**src/rtl/pc_gen_pkg.sv**
```systemverilog
// pc_gen_pkg
//   Values shared by the fetch PC generator, decode and CSR logic:
//   the default PC width, the reset and trap vector defaults, and the
//   encoding of the PC generator's BOOT/RUN/HALT state machine.
package pc_gen_pkg;

  localparam int          XLEN_DEF      = 32;
  localparam logic [31:0] RESET_VEC_DEF = 32'h0000_0000;
  localparam logic [31:0] TRAP_VEC_DEF  = 32'h0000_0100;

  // State encoding is kept as plain constants so older blocks that
  // compare against raw 2-bit codes keep working.
  typedef logic [1:0] state_t;
  localparam state_t ST_BOOT = 2'd0;
  localparam state_t ST_RUN  = 2'd1;
  localparam state_t ST_HALT = 2'd2;

endpackage

```
**src/rtl/pc_gen_align_chk.sv**
```systemverilog
// pc_align_chk
//   Combinational alignment checker, shared with the branch unit.
//   Flags a target whose low ALIGN_LSB bits are not all zero.
// Ports
//   target      in   XLEN  candidate PC
//   misaligned  out  1     1 when target[ALIGN_LSB-1:0] != 0
module pc_align_chk #(
  parameter int XLEN      = 32,
  parameter int ALIGN_LSB = 2
) (
  input  logic [XLEN-1:0] target,
  output logic            misaligned
);

  // Masking rather than slicing keeps ALIGN_LSB = 0 legal (never misaligned).
  localparam logic [XLEN-1:0] ALIGN_MASK = (XLEN'(1) << ALIGN_LSB) - XLEN'(1);

  assign misaligned = |(target & ALIGN_MASK);

endmodule

```
**src/rtl/pc_gen.sv**
```systemverilog
// pc_gen
//   Program-counter generator for the fetch stage. Produces the fetch
//   address with a valid/ready handshake, applies redirects and traps
//   with fixed priority, detects misaligned redirect targets and
//   supports a halt/resume state.
// Ports
//   clk_pc           in   1     clock, rising edge
//   rst_pc_n         in   1     synchronous active-low reset
//   fetch_ready      in   1     imem accepts the current pc
//   redirect_valid   in   1     branch/jump taken this cycle
//   redirect_target  in   XLEN  redirect destination
//   trap_valid       in   1     exception/interrupt request
//   halt_req         in   1     request to enter HALT
//   resume           in   1     leave HALT, restart at epc
//   pc               out  XLEN  current fetch address (registered)
//   pc_seq           out  XLEN  pc + STRIDE, wrapping
//   fetch_valid      out  1     pc is a live fetch request
//   misalign_err     out  1     one-cycle pulse on a misaligned redirect
//   epc              out  XLEN  captured pc/target (registered)
module pc_gen
  import pc_gen_pkg::*;
#(
  parameter int              XLEN      = XLEN_DEF,
  parameter logic [XLEN-1:0] RESET_VEC = XLEN'(RESET_VEC_DEF),
  parameter logic [XLEN-1:0] TRAP_VEC  = XLEN'(TRAP_VEC_DEF),
  parameter int              STRIDE    = 4,
  parameter int              ALIGN_LSB = 2
) (
  input  logic            clk_pc,
  input  logic            rst_pc_n,
  input  logic            fetch_ready,
  input  logic            redirect_valid,
  input  logic [XLEN-1:0] redirect_target,
  input  logic            trap_valid,
  input  logic            halt_req,
  input  logic            resume,
  output logic [XLEN-1:0] pc,
  output logic [XLEN-1:0] pc_seq,
  output logic            fetch_valid,
  output logic            misalign_err,
  output logic [XLEN-1:0] epc
);

  localparam logic [XLEN-1:0] STRIDE_X = XLEN'(STRIDE);

  state_t          state_reg;
  logic [XLEN-1:0] pc_reg;
  logic [XLEN-1:0] epc_reg;
  logic            misalign_reg;
  logic            target_misaligned;

  pc_align_chk #(
    .XLEN      (XLEN),
    .ALIGN_LSB (ALIGN_LSB)
  ) u_align_chk (
    .target     (redirect_target),
    .misaligned (target_misaligned)
  );

  // Natural XLEN-bit addition gives the modulo-2^XLEN wrap.
  assign pc_seq       = pc_reg + STRIDE_X;
  assign pc           = pc_reg;
  assign epc          = epc_reg;
  assign misalign_err = misalign_reg;
  assign fetch_valid  = (state_reg == ST_RUN);

  always_ff @(posedge clk_pc) begin
    if (!rst_pc_n) begin
      state_reg    <= ST_BOOT;
      pc_reg       <= RESET_VEC;
      epc_reg      <= '0;
      misalign_reg <= 1'b0;
    end else begin
      // Pulse output: cleared every cycle unless re-triggered below.
      misalign_reg <= 1'b0;
      case (state_reg)
        ST_BOOT: begin
          state_reg <= ST_RUN;
        end
        ST_RUN: begin
          // Trap and redirect flush the in-flight request, so they do
          // not wait for fetch_ready.
          if (trap_valid) begin
            pc_reg  <= TRAP_VEC;
            epc_reg <= pc_reg;
          end else if (redirect_valid && target_misaligned) begin
            pc_reg       <= TRAP_VEC;
            epc_reg      <= redirect_target;
            misalign_reg <= 1'b1;
          end else if (redirect_valid) begin
            pc_reg <= redirect_target;
          end else if (halt_req) begin
            state_reg <= ST_HALT;
            epc_reg   <= pc_reg;
          end else if (fetch_ready) begin
            pc_reg <= pc_seq;
          end
        end
        ST_HALT: begin
          if (trap_valid) begin
            state_reg <= ST_RUN;
            pc_reg    <= TRAP_VEC;
            epc_reg   <= pc_reg;
          end else if (resume) begin
            state_reg <= ST_RUN;
            pc_reg    <= epc_reg;
          end
        end
        default: begin
          state_reg <= ST_BOOT;
          pc_reg    <= RESET_VEC;
        end
      endcase
    end
  end

endmodule
```
**config.mk**
```make
export PLATFORM = sky130hd
export DESIGN_NAME = pc_gen
export DESIGN_NICKNAME = d
export VERILOG_FILES = /design/src/rtl/pc_gen_pkg.sv /design/src/rtl/pc_gen_align_chk.sv /design/src/rtl/pc_gen.sv
export SDC_FILE = /design/constraint.sdc
export NUM_CORES = 1
export LEC_CHECK = 0
export ABC_AREA = 1
export ABC_CLOCK_PERIOD_IN_PS = 1900
export CAP_MARGIN = 20
export CORE_MARGIN = 2
export CORE_UTILIZATION = 49
export DETAILED_ROUTE_END_ITERATION = 8
export HOLD_SLACK_MARGIN = 0.15
export PLACE_DENSITY_LB_ADDON = 0.1
export SETUP_SLACK_MARGIN = 0.3
export SYNTH_ARGS = -nofsm -noshare
export SYNTH_HDL_FRONTEND = slang
export SYNTH_SLANG_ARGS = --single-unit
```
**constraint.sdc**
```tcl
create_clock -name clk_pc -period 1.9 [get_ports clk_pc]
set_input_delay 0.475 -clock clk_pc [delete_from_list [all_inputs] [get_ports clk_pc]]
set_output_delay 0.475 -clock clk_pc [all_outputs]
set_load 0.01 [all_outputs]
```
==> flow_metrics.py, run 1 <==
metrics = {
    "clocking": {
        "cts.htree.levels": 3,
        "cts_root_buf": "clkbuf_8",
        "cts_max_path_buffers": 2,
        "postCtsHoldBufs": 0,
        "clock_sinks": 67,
        "cts_buffers": 9,
    },
    "placement": {
        "io_buffers": 136,
        "dp_hpwl_um": 12300,
        "gp_congestion": 0.930,
        "dp_slack_ns": -0.345,
        "post_dp_cell_area_mm2": 0.00711,
    },
    "logic_synthesis": {
        "synth_ff_type": "dfxtp_1",
        "ys_types": 35,
        "ys_seq_area_frac": 0.275,
        "yosys_warnings": 0,
        "yosys_register_bits": 67,
        "synth_cells": 851,
        "syn_avg_cell_area_um2": 5.74,
        "async_flop_share": 0,
        "syn-cell-area_mm2": 0.00488,
        "syn_nets": 895,
        "synth_edf_count": 0,
    },
    "die": {
        "initial_core_util": 0.502,
        "die_h_um": 104,
        "row_count": 36,
        "num_io_pins": 137,
        "fp.dieW_um": 104,
    },
    "timing": {
        "worstEndpointGrtRepair": "pc_seq[22]",
        "worst_endpoint_kind": "output port",
    },
    "status": {
        "haltStage": "5_1_grt",
        "outcome": "stopped before the end",
        "first-error": "[ERROR DPL-0038] Utilization greater than 100%, impossible to legalize",
    },
    "global_route": {
        "grt_max_degree": 33,
    },
}
Yosys cell counts (8+ instances only):
| cell | number | area, µm² |
|---|---|---|
| inv_1 | 133 | 499 |
| buf_2 | 10 | 50.1 |
| xor2_1 | 8 | 70.1 |
| o21ai_1 | 12 | 60.1 |
| clkbuf_1 | 10 | 37.5 |
| buf_6 | 8 | 90.1 |
| nand3_1 | 47 | 235 |
| a21oi_1 | 33 | 165 |
| nor2_1 | 143 | 537 |
| nand2_1 | 248 | 931 |
| o21ai_0 | 72 | 360 |
| dfxtp_1 | 67 | 1340 |
timing repair:
item,CTS
gates resized for setup,469
hold endpoints to repair,0
setup buffers,68
gates cloned,14
setup endpoints to repair,162
pin swaps,90
through the flow:
stage	hold slack, ns	utilization	TNS, ns	instances
after floorplan	0.488	-	0	851
after global placement	0.462	0.731	-13.65	1175
after detailed placement	0.478	0.731	-16.90	1175
after CTS	0.491	0.921	-8.14	1273
cell families after synthesis:
family,count (synthesis),synth area share
AOI/OAI and AO/OA,125,0.136
xor gates and xnor gates,11,0.0197
adders and majority gates,5,0.0128
buffers and inverters,175,0.153
DFF,67,0.275
and+or+nand+nor,468,0.403
==> inputs of run 2 (changes only) <==
- CORE_UTILIZATION: 49 -> 40
- HOLD_SLACK_MARGIN: 0.15 -> unset
- PLACE_DENSITY_LB_ADDON: 0.1 -> 0.15
- SETUP_SLACK_MARGIN: 0.3 -> unset
==> run 2 against run 1 <==
  * The flow now finishes, with violations (setup timing)
  * Synthesized area is the same
  * Synthesized cell count is the same
==> flow_metrics.py, run 2 <==
metrics = {
    "cells_and_area": {
        "final_common_cell": "nand2_1",
        "finalNonFillerCells": 1258,
        "drive_above_1_share": 0.293,
        "utilization": 0.692,
        "layout_common_cells": "215 x nand2_1, 127 x inv_1, 127 x nor2_1, 112 x buf_4, 98 x clkdlybuf4s50_1",
        "nets": 1150,
        "syn2layout_area_growth_pct": 69.5,
        "diodes": 0,
    },
    "logic_synthesis": {
        "async_flop_share": 0,
        "syn-cell-area_mm2": 0.00488,
        "ys_seq_area_frac": 0.275,
        "yosys-top-cells-area": "dfxtp_1 27%, nand2_1 19%, nor2_1 11%",
        "yosys_warnings": 0,
        "yosys.area.top_type": "dfxtp_1",
        "syn_avg_cell_area_um2": 5.74,
        "synth_top_cell_area_share": 0.275,
        "yosysMostFrequentCell": "nand2_1",
        "synth_cells": 851,
        "yosys_register_bits": 67,
        "synth_ff_type": "dfxtp_1",
        "syn_nets": 895,
        "synth_edf_count": 0,
        "netlist_top_cells_count": "248 x nand2_1, 143 x nor2_1, 133 x inv_1, 72 x o21ai_0, 67 x dfxtp_1",
        "ys_types": 35,
    },
    "critical_path": {
        "rrSetupSlack_ns": -0.32,
        "worst-setup-path-type": "reg -> out",
        "endpoint_kind": "output port",
        "r2r_end": "pc[13]",
        "path_max_fanout": 4,
        "crit_arrival_ns": 1.82,
        "max_stage_delay_ns": 0.37,
        "timing.rr.start": "pc[3]",
        "start_kind": "flip-flop",
        "crit_chain": "ha_4 > nand2_4 > nor2_4 > nand2_4 > nor2_4 > buf_6 > buf_6 > nand2_4 > nand2_4 > nand2_2 > buf_6",
        "rr_worst_depth": 17,
        "cp.required_ns": 1.42,
        "slowest_stage": "dfxtp_4",
        "cpMostUsedCell": "nand2_4",
    },
    "die": {
        "die_h_um": 114,
        "row_count": 40,
        "initial_core_util": 0.408,
        "design.core.area_mm2": 0.0120,
        "num_io_pins": 137,
        "fp.dieW_um": 114,
        "die_area_mm2": 0.0131,
    },
    "power_and_ir_drop": {
        "power.internal_mw": 5.08,
        "leakage_nw": 3.92,
        "pwr-share-clk": 0.225,
        "ir_drop_v": 0.000552,
        "p_sw_mw": 3.35,
        "power.share.sequential": 0.251,
        "p_comb_frac": 0.523,
        "swShare": 0.397,
        "power_mw": 8.43,
        "p_per_area_mw_per_mm2": 1020,
    },
    "timing": {
        "hold_viol_final": 0,
        "max_freq_mhz": 435,
        "slew_headroom": 0.773,
        "rsz0062_at_grt": "yes",
        "fin_skew_ns": 0.00878,
        "final.period_utilization": 1.21,
        "setup_viol": 29,
        "hold_ws_ns": 0.479,
        "tightest_slew_ns": 0.339,
        "min_period_ns": 2.30,
        "final_max_slew_viol_count": 0,
        "postLayoutSetupSlackWorst_ns": -0.399,
    },
    "detailed_routing": {
        "drc_errors": 0,
        "first_pass_iters": 5,
        "num_vias": 6232,
        "wl_per_cell_um": 14.8,
        "ant_nets": 0,
        "wirelength_um": 18600,
        "via_per_inst": 4.95,
        "dr.first_iter.drc_count": 451,
    },
    "clocking": {
        "cts_root_buf": "clkbuf_16",
        "clkTransAtPathRegs_ns": 0.06,
        "clk_latency_ns": 0.34,
        "cts_tree": "built",
        "cts_buffers": 9,
        "cts.htree.levels": 3,
        "clock_sinks": 67,
        "postCtsHoldBufs": 0,
        "cts_max_path_buffers": 2,
    },
    "worst_hold_path": {
        "hold_depth": 2,
        "min_from": "pc[1]",
        "holdCritPathClass": "reg -> reg",
        "hold_end": "pc[1]",
    },
    "placement": {
        "gp_congestion": 0.902,
        "dp_hpwl_um": 12100,
        "place_inst": 1193,
        "io_buffers": 136,
    },
    "status": {
        "violations": "setup timing",
        "outcome": "complete, but fails checks",
    },
    "global_route": {
        "grt_use_met3": 0.0439,
        "top_usage_layer": "met2",
        "grt.met1_usage": 0.339,
        "antenna_found_initial": 0,
        "grtUsageMet2": 0.467,
        "grt_usage": 0.273,
        "grt_max_degree": 35,
        "grt_pass1_wl_um": 28400,
        "gr-total-overflow": 0,
        "first_global_vias": 5915,
    },
    "job": {
        "max_cap_viol_count": 0,
    },
}
-- run 2: layout make-up --
class | count | area [µm²]
clock buffers | 11 | 253
clock inverters | 5 | 75.1
fillers | 984 | 3680
inverters | 138 | 531
multi-input cells | 609 | 3250
flip-flops and latches | 67 | 1370
well taps | 147 | 184
repair buffers | 281 | 2620
-- run 2: per-stage QoR --
step	area [µm²]	setup TNS [ns]	worst slack, ns
after floorplan	4880	0	0.0337
after global placement	7050	-17.19	-0.398
after detailed placement	7050	-18.66	-0.423
after CTS	7930	-7.56	-0.377
after global routing	8280	-10.10	-0.501
final	8280	-7.82	-0.399
-- run 2: cell families after synthesis --
group,synth area share
compound gates,0.136
xor+xnor,0.0197
fa+ha+maj,0.0128
buf+inv,0.153
flops,0.275
simple gates,0.403
-- run 2: power by group through the flow --
| stage | clock network (mW) | registers, mW | logic (mW) |
|---|---|---|---|
| floorplan | 0 | 2.27 | 2.15 |
| global placement | 0 | 2.11 | 4.02 |
| detailed placement | 0 | 2.12 | 4.06 |
| CTS | 1.90 | 2.10 | 4.13 |
| global route | 1.97 | 2.17 | 4.83 |
| finish | 1.90 | 2.12 | 4.41 |
-- run 2: repair_timing --
action,4_1_cts,5_1_grt
pin swaps,37,49
cloned,0,1
setup endpoints to repair,33,72
resized for setup,197,101
setup buffers,51,10
-- run 2: critical path: cells and delay by family (launching register included) --
kind	cells	cell delay, ns
adder cells (fa/ha/maj)	1	0.15
buffers and inverters	3	0.35
flip-flops	1	0.37
AND/OR/NAND/NOR	7	0.61
-- run 2: routing by layer --
metal  vias up  routed length (µm)
met3        44                1220
met2       254                8850
met1      2834                8020
li1       3100                   -
met4         0                 476
met5         -                   0
-- run 2: how the worst max path moves through the flow --
stage,cells past startpoint,slack [ns],endpoint,startpoint
after detailed placement,9,-0.42,pc_seq[16],pc[2]
after global routing,11,-0.50,pc_seq[25],pc[3]
final,11,-0.40,pc_seq[26],pc[2]
after CTS,11,-0.38,pc_seq[26],pc[3]
after floorplan,7,0.03,pc_seq[18],pc[2]
after global placement,8,-0.40,pc_seq[26],pc[2]
Note: power is estimated with default switching activity, not from simulation.
